==> config.mk <==
export PLATFORM = sky130hd
export DESIGN_NAME = nmi_core_arb
export DESIGN_NICKNAME = d
export VERILOG_FILES = /design/src/rtl/nmi_core_arb.sv
export SDC_FILE = /design/constraint.sdc
export NUM_CORES = 1
export LEC_CHECK = 0
export ABC_AREA = 1
export ABC_CLOCK_PERIOD_IN_PS = 1650
export CORE_MARGIN = 1
export CORE_UTILIZATION = 25
export DETAILED_ROUTE_END_ITERATION = 6
export GPL_ROUTABILITY_DRIVEN = 0
export HOLD_SLACK_MARGIN = 0.1
export PLACE_DENSITY = 0.73
export RECOVER_POWER = 100
export SLEW_MARGIN = 10
export SYNTH_ARGS = -nofsm -noshare
export SYNTH_HDL_FRONTEND = slang
export SYNTH_SLANG_ARGS = --single-unit
==> constraint.sdc <==
create_clock -name clk_i -period 1.65 [get_ports clk_i]
set_input_delay 0.4125 -clock clk_i [delete_from_list [all_inputs] [get_ports clk_i]]
set_output_delay 0.4125 -clock clk_i [all_outputs]
set_load 0.02 [all_outputs]
==> src/rtl/nmi_core_arb.sv <==
// NUM_CORE-to-one NMI master arbiter with delayed core reset release and bus timeout.
// Optional `NMI_ARB_ADDR_REMAP_EN folds 0x30/0xA0 top-byte core maps onto 0x00/0x40.
module nmi_core_arb #(
  parameter int unsigned NUM_CORE    = 2,
  parameter int unsigned RST_DLY_W   = 8,
  parameter int unsigned TIMEOUT_CYC = 1024,
  parameter logic [31:0] ERR_RDATA   = 32'hDEAD_BEEF,
  localparam int unsigned GW = (NUM_CORE > 1) ? $clog2(NUM_CORE) : 1
) (
  input  logic                    clk_i,
  input  logic                    rst_n_i,
  input  logic                    rr_en_i,
  output logic [NUM_CORE-1:0]     core_rst_n_o,
  input  logic [NUM_CORE-1:0]     m_valid_i,
  input  logic [NUM_CORE*32-1:0]  m_addr_i,
  input  logic [NUM_CORE*32-1:0]  m_wdata_i,
  input  logic [NUM_CORE*4-1:0]   m_wstrb_i,
  output logic [31:0]             m_rdata_o,
  output logic [NUM_CORE-1:0]     m_ready_o,
  output logic                    s_valid_o,
  output logic [31:0]             s_addr_o,
  output logic [31:0]             s_wdata_o,
  output logic [3:0]              s_wstrb_o,
  input  logic [31:0]             s_rdata_i,
  input  logic                    s_ready_i,
  output logic [GW-1:0]           grant_o,
  output logic                    err_o,
  output logic [GW-1:0]           err_id_o
);

  localparam int          NC = int'(NUM_CORE);
  localparam int unsigned TW = (TIMEOUT_CYC > 1) ? $clog2(TIMEOUT_CYC) : 1;
  localparam logic [TW-1:0] TO_LAST = TW'((TIMEOUT_CYC == 0) ? 0 : TIMEOUT_CYC - 1);

  typedef enum logic [1:0] {IDLE, BUSY, DONE} state_t;

  state_t               state;
  logic [RST_DLY_W-1:0] dly_cnt;
  logic [RST_DLY_W-1:0] dly_next;
  logic                 released;
  logic [GW-1:0]        ptr;
  logic [GW-1:0]        ptr_next;
  logic [TW-1:0]        to_cnt;
  logic                 to_hit;
  logic                 done_c;
  logic [31:0]          rdata_q;
  logic [NUM_CORE-1:0]  req;
  logic                 win_found;
  logic [GW-1:0]        win;
  logic [31:0]          sel_addr;

  assign dly_next     = (&dly_cnt) ? dly_cnt : dly_cnt + RST_DLY_W'(1);
  assign core_rst_n_o = {NUM_CORE{released}};
  assign req          = m_valid_i & {NUM_CORE{released}};
  assign to_hit       = (TIMEOUT_CYC != 0) && (to_cnt == TO_LAST);
  assign done_c       = (state == BUSY) && (s_ready_i || to_hit);
  assign ptr_next     = (int'(grant_o) >= NC - 1) ? '0 : grant_o + GW'(1);
  assign m_ready_o    = done_c ? (NUM_CORE'(1) << grant_o) : '0;
  assign m_rdata_o    = done_c ? (s_ready_i ? s_rdata_i : ERR_RDATA) : rdata_q;

  // Winner search: upward from the RR pointer (wrapping), or from index 0 in fixed mode.
  always_comb begin
    int base;
    int j;
    win_found = 1'b0;
    win       = '0;
    base      = rr_en_i ? int'(ptr) : 0;
    j         = 0;
    for (int i = 0; i < NC; i++) begin
      j = base + i;
      if (j >= NC) j = j - NC;
      if (!win_found && req[j]) begin
        win_found = 1'b1;
        win       = GW'(j);
      end
    end
  end

  // Downstream request fields follow the granted core.
  always_comb begin
    sel_addr  = '0;
    s_wdata_o = '0;
    s_wstrb_o = '0;
    for (int c = 0; c < NC; c++) begin
      if (grant_o == GW'(c)) begin
        sel_addr  = m_addr_i[32*c +: 32];
        s_wdata_o = m_wdata_i[32*c +: 32];
        s_wstrb_o = m_wstrb_i[4*c +: 4];
      end
    end
  end

`ifdef NMI_ARB_ADDR_REMAP_EN
  always_comb begin
    s_addr_o = sel_addr;
    case (sel_addr[31:24])
      8'h30:   s_addr_o = {8'h00, sel_addr[23:0]};
      8'hA0:   s_addr_o = {8'h40, sel_addr[23:0]};
      default: s_addr_o = sel_addr;
    endcase
  end
`else
  assign s_addr_o = sel_addr;
`endif

  always_ff @(posedge clk_i or negedge rst_n_i) begin
    if (!rst_n_i) begin
      state     <= IDLE;
      dly_cnt   <= '0;
      released  <= 1'b0;
      ptr       <= '0;
      to_cnt    <= '0;
      rdata_q   <= '0;
      s_valid_o <= 1'b0;
      grant_o   <= '0;
      err_o     <= 1'b0;
      err_id_o  <= '0;
    end else begin
      dly_cnt  <= dly_next;
      released <= &dly_next;
      rdata_q  <= m_rdata_o;
      case (state)
        IDLE: begin
          if (win_found) begin
            grant_o   <= win;
            to_cnt    <= '0;
            s_valid_o <= 1'b1;
            state     <= BUSY;
          end
        end
        BUSY: begin
          to_cnt <= to_cnt + TW'(1);
          if (done_c) begin
            ptr       <= ptr_next;
            s_valid_o <= 1'b0;
            state     <= DONE;
            // A slave completion wins over a coincident timeout.
            if (!s_ready_i) begin
              err_o <= 1'b1;
              if (!err_o) err_id_o <= grant_o;
            end
          end
        end
        DONE:    state <= IDLE;
        default: state <= IDLE;
      endcase
    end
  end

endmodule

==> results.cfg <==
[global_routing]
grt.overflow.total = 0
grt_pass1_wl_um = 23200
grt_max_degree = 59
grt_pass1_vias = 4433
grt_util_all_layers_pct = 20.2
antenna_found_initial = 1

[cts]
clock-root-buffer = clkbuf_16
cts_buffers = 9
cts_max_level = 3
cts_tree = built
cts_num_sinks = 58
clkLatencyLatePin_ns = 0.32
clkTransAtPathRegs_ns = 0.05
cts.path.max_buffers = 2

[timing]
whs_ns = 0.469
skew_ns = 0.00631
slew_violations = 0
finalSetupTns_ns = -36.13
worstMarginPinSlew_ns = 0.804
fmax_mhz = 439
setup_viol = 104
rsz0062_at_grt = yes
max_slew_margin_pct = 46.4
finalWorstSetupSlack_ns = -0.629
fin_crit_sh_pct = 138
final-hold-violation-count = 0
finalCriticalPeriod_ns = 2.28

[pwr]
cellPowerDensity_nw_per_um2 = 462
cellLeakagePower_nw = 4.63
combPwrFrac_pct = 25.9
clockPowerShare_pct = 40.2
p_sw_mw = 1.09
sequentialPowerShare_pct = 33.9
power.internal_mw = 3.15
sw_frac_of_total_pct = 25.7
max-vdd-ir-drop_v = 0.000523

[setup_path]
start_kind = flop
cpPeakStageDelay_ns = 0.35
reg2reg_depth = 14
slowest_stage = dfrtp_1
crit_top_cell = nor2_4
reg2reg_slack_ns = -0.18
regToRegEndpoint = err_id_o
critPathRequiredTime_ns = 1.24
critPathArrivalTime_ns = 1.87
path_max_fanout = 7
critPathCaptureType = output pin
critPathKind = flop to output pin
path_cells = ha_2, nand2_2, nor2_4, nand3_2, nand2_2, nand2_4, inv_8, buf_12, nor2_4, nor2_4, buf_6
r2r-start = to_cnt[0]

[status]
outcome = finished, violations left
violations = negative setup slack

[routing]
viasPerCell = 4.51
drt.antenna.violating_nets = 0
drtPass1Iterations = 4
first_iter_violations = 301
drc = 0
routed_wl_um = 19300
via_count = 4926
wl_per_cell_um = 17.7

[logic_synthesis]
ys_async_sr_fraction_pct = 100
ys_types = 27
yosysTopAreaCell = dfrtp_1
syn_nets = 711
synth_edf_count = 0
netlist_instances = 535
ys_warn_count = 0
synth.area.mux_share_pct = 0
yosysMostFrequentCell = nand2_1
yosys_most_used_dff = dfrtp_1
yosysTopAreaCellShare_pct = 38.9
syn_area_sq_um = 3730
synth_top_family_by_area = simple AND/OR/NAND/NOR gates
synth_compound_area_share_pct = 2.31
synth_seq_cells = 58
synthTopCellsByArea = dfrtp_1 (39%), nand2_1 (27%), nor2_4 (7.2%)
synth-seq-area-share_pct = 38.9
avgSynthCellArea_sq_um = 6.97
synth_simple_gate_area_share_pct = 49.9
yosys-top-cells-count = nand2_1 (268), dfrtp_1 (58), nor2_1 (40)
synthAdderAreaFrac_pct = 0.671
synth_xor_area_share_pct = 0

[finish]
fillerInstances = 1051
final_nets = 1078
area_growth_pct = 146
layout-drive-gt1-share_pct = 51.0

[run]
cap_violations = 0

[place]
io_buffers = 281
dpl.hpwl_um = 12200

[worst_hold_path]
min_path_cells = 2
hold_path_class = flop to flop
hp-start = rdata_q[17]
hold_end = rdata_q[17]

[die]
die_h_um = 124
coreArea_sq_um = 14500
die-area_sq_um = 15400
io_pins = 282
fp.dieW_um = 124
start_util_pct = 25.7
fp-row-count = 44
registers in the layout, indices dropped and copies added, names as in the netlist:
register,cells
rdata_q,32
to_cnt,10
dly_cnt,8
state,2
err_id_o,1
err_o,1
grant_o,1
ptr,1
released,1
s_valid_o,1
layer usage:
layer,up-vias,global-route usage (%),share of wire (%)
li1,2353,-,-
met1,2342,22.5,36
met2,202,38.1,52
met3,29,5.68,9.5
met4,0,3.35,1.9
met5,-,0,0
cells in the final DEF (no fill, tap or decap), types with 3 or more instances in the layout:
cell type / count
buf_12: 17
inv_1: 30
nand2_2: 86
nor2_1: 27
clkbuf_1: 4
nor2_2: 11
buf_4: 49
nor3_1: 4
clkinv_2: 3
clkdlybuf4s50_1: 171
o21ai_0: 10
dfrtp_1: 57
buf_6: 116
nand3_1: 12
nand2_4: 75
nor2_4: 64
buf_8: 9
nand3b_1: 3
nand4_1: 4
clkbuf_16: 14
nand2_1: 112
worst max-delay path by stage:
stage | from | to | slack [ns] | depth (start not counted)
detailed placement | s_ready_i | m_rdata_o[1] | -1.03 | 9
CTS | to_cnt[0] | m_rdata_o[0] | -0.63 | 11
global route | to_cnt[1] | m_rdata_o[31] | -0.72 | 11
global placement | s_ready_i | m_rdata_o[0] | -0.99 | 9
finish | to_cnt[1] | m_rdata_o[31] | -0.63 | 11
floorplan | to_cnt[0] | m_rdata_o[10] | -0.14 | 10
through the flow:
step | cells | power (mW) | cell area (sq um) | setup slack [ns] | utilization [%]
2_1_floorplan | 535 | 1.68 | 3870 | -0.144 | -
3_3_place_gp | 1019 | 2.39 | 7190 | -0.986 | 49.5
3_5_place_dp | 1019 | 2.39 | 7190 | -1.03 | 49.5
4_1_cts | 1070 | 4.15 | 8150 | -0.634 | 56.1
5_1_grt | 1091 | 4.39 | 9170 | -0.723 | 63.1
6_report | 1092 | 4.24 | 9180 | -0.629 | 63.1
critical path: cells and delay by family (launching register included):
| family | cells | cell delay (ns) |
|---|---|---|
| flip-flops | 1 | 0.35 |
| adder cells (fa/ha/maj) | 1 | 0.19 |
| buffers and inverters | 3 | 0.38 |
| AND/OR/NAND/NOR | 7 | 0.62 |
layout make-up:
type                            count  area (sq um)  area share [%]
Timing Repair Buffer              378          4080            44.5
Multi-Input combinational cell    419          2980            32.5
Sequential cell                    58          1450            15.8
Clock buffer                       13           260            2.84
Tap cell                          184           230            2.51
Inverter                           36           153            1.66
Clock inverter                      3          15.0           0.164
Antenna cell                        1          2.50          0.0273
power by group through the flow:
stage | Sequential [mW] | Clock (mW) | Combinational, mW
6_report | 1.44 | 1.71 | 1.10
5_1_grt | 1.44 | 1.80 | 1.15
4_1_cts | 1.44 | 1.73 | 0.978
3_5_place_dp | 1.46 | 0 | 0.928
3_3_place_gp | 1.46 | 0 | 0.928
2_1_floorplan | 1.46 | 0 | 0.224
cell families (layout without fill, tap and decap cells):
family	Yosys count	in the layout
adder cells (fa/ha/maj)	2	2
AO/OA/AOI/OAI	16	16
flip-flops	58	58
buffers and inverters	58	430
AND/OR/NAND/NOR	401	401
other	0	1
repair_timing:
| item | CTS | global route |
|---|---|---|
| pin swaps | 15 | 54 |
| resized for setup | 617 | 261 |
| endpoints found under the hold margin | 14 | 0 |
| hold buffers | 1 | 0 |
| cloned | 4 | 5 |
| setup buffers | 30 | 25 |
| endpoints found under the setup margin | 107 | 111 |
Note: power is estimated with default switching activity, not from simulation.
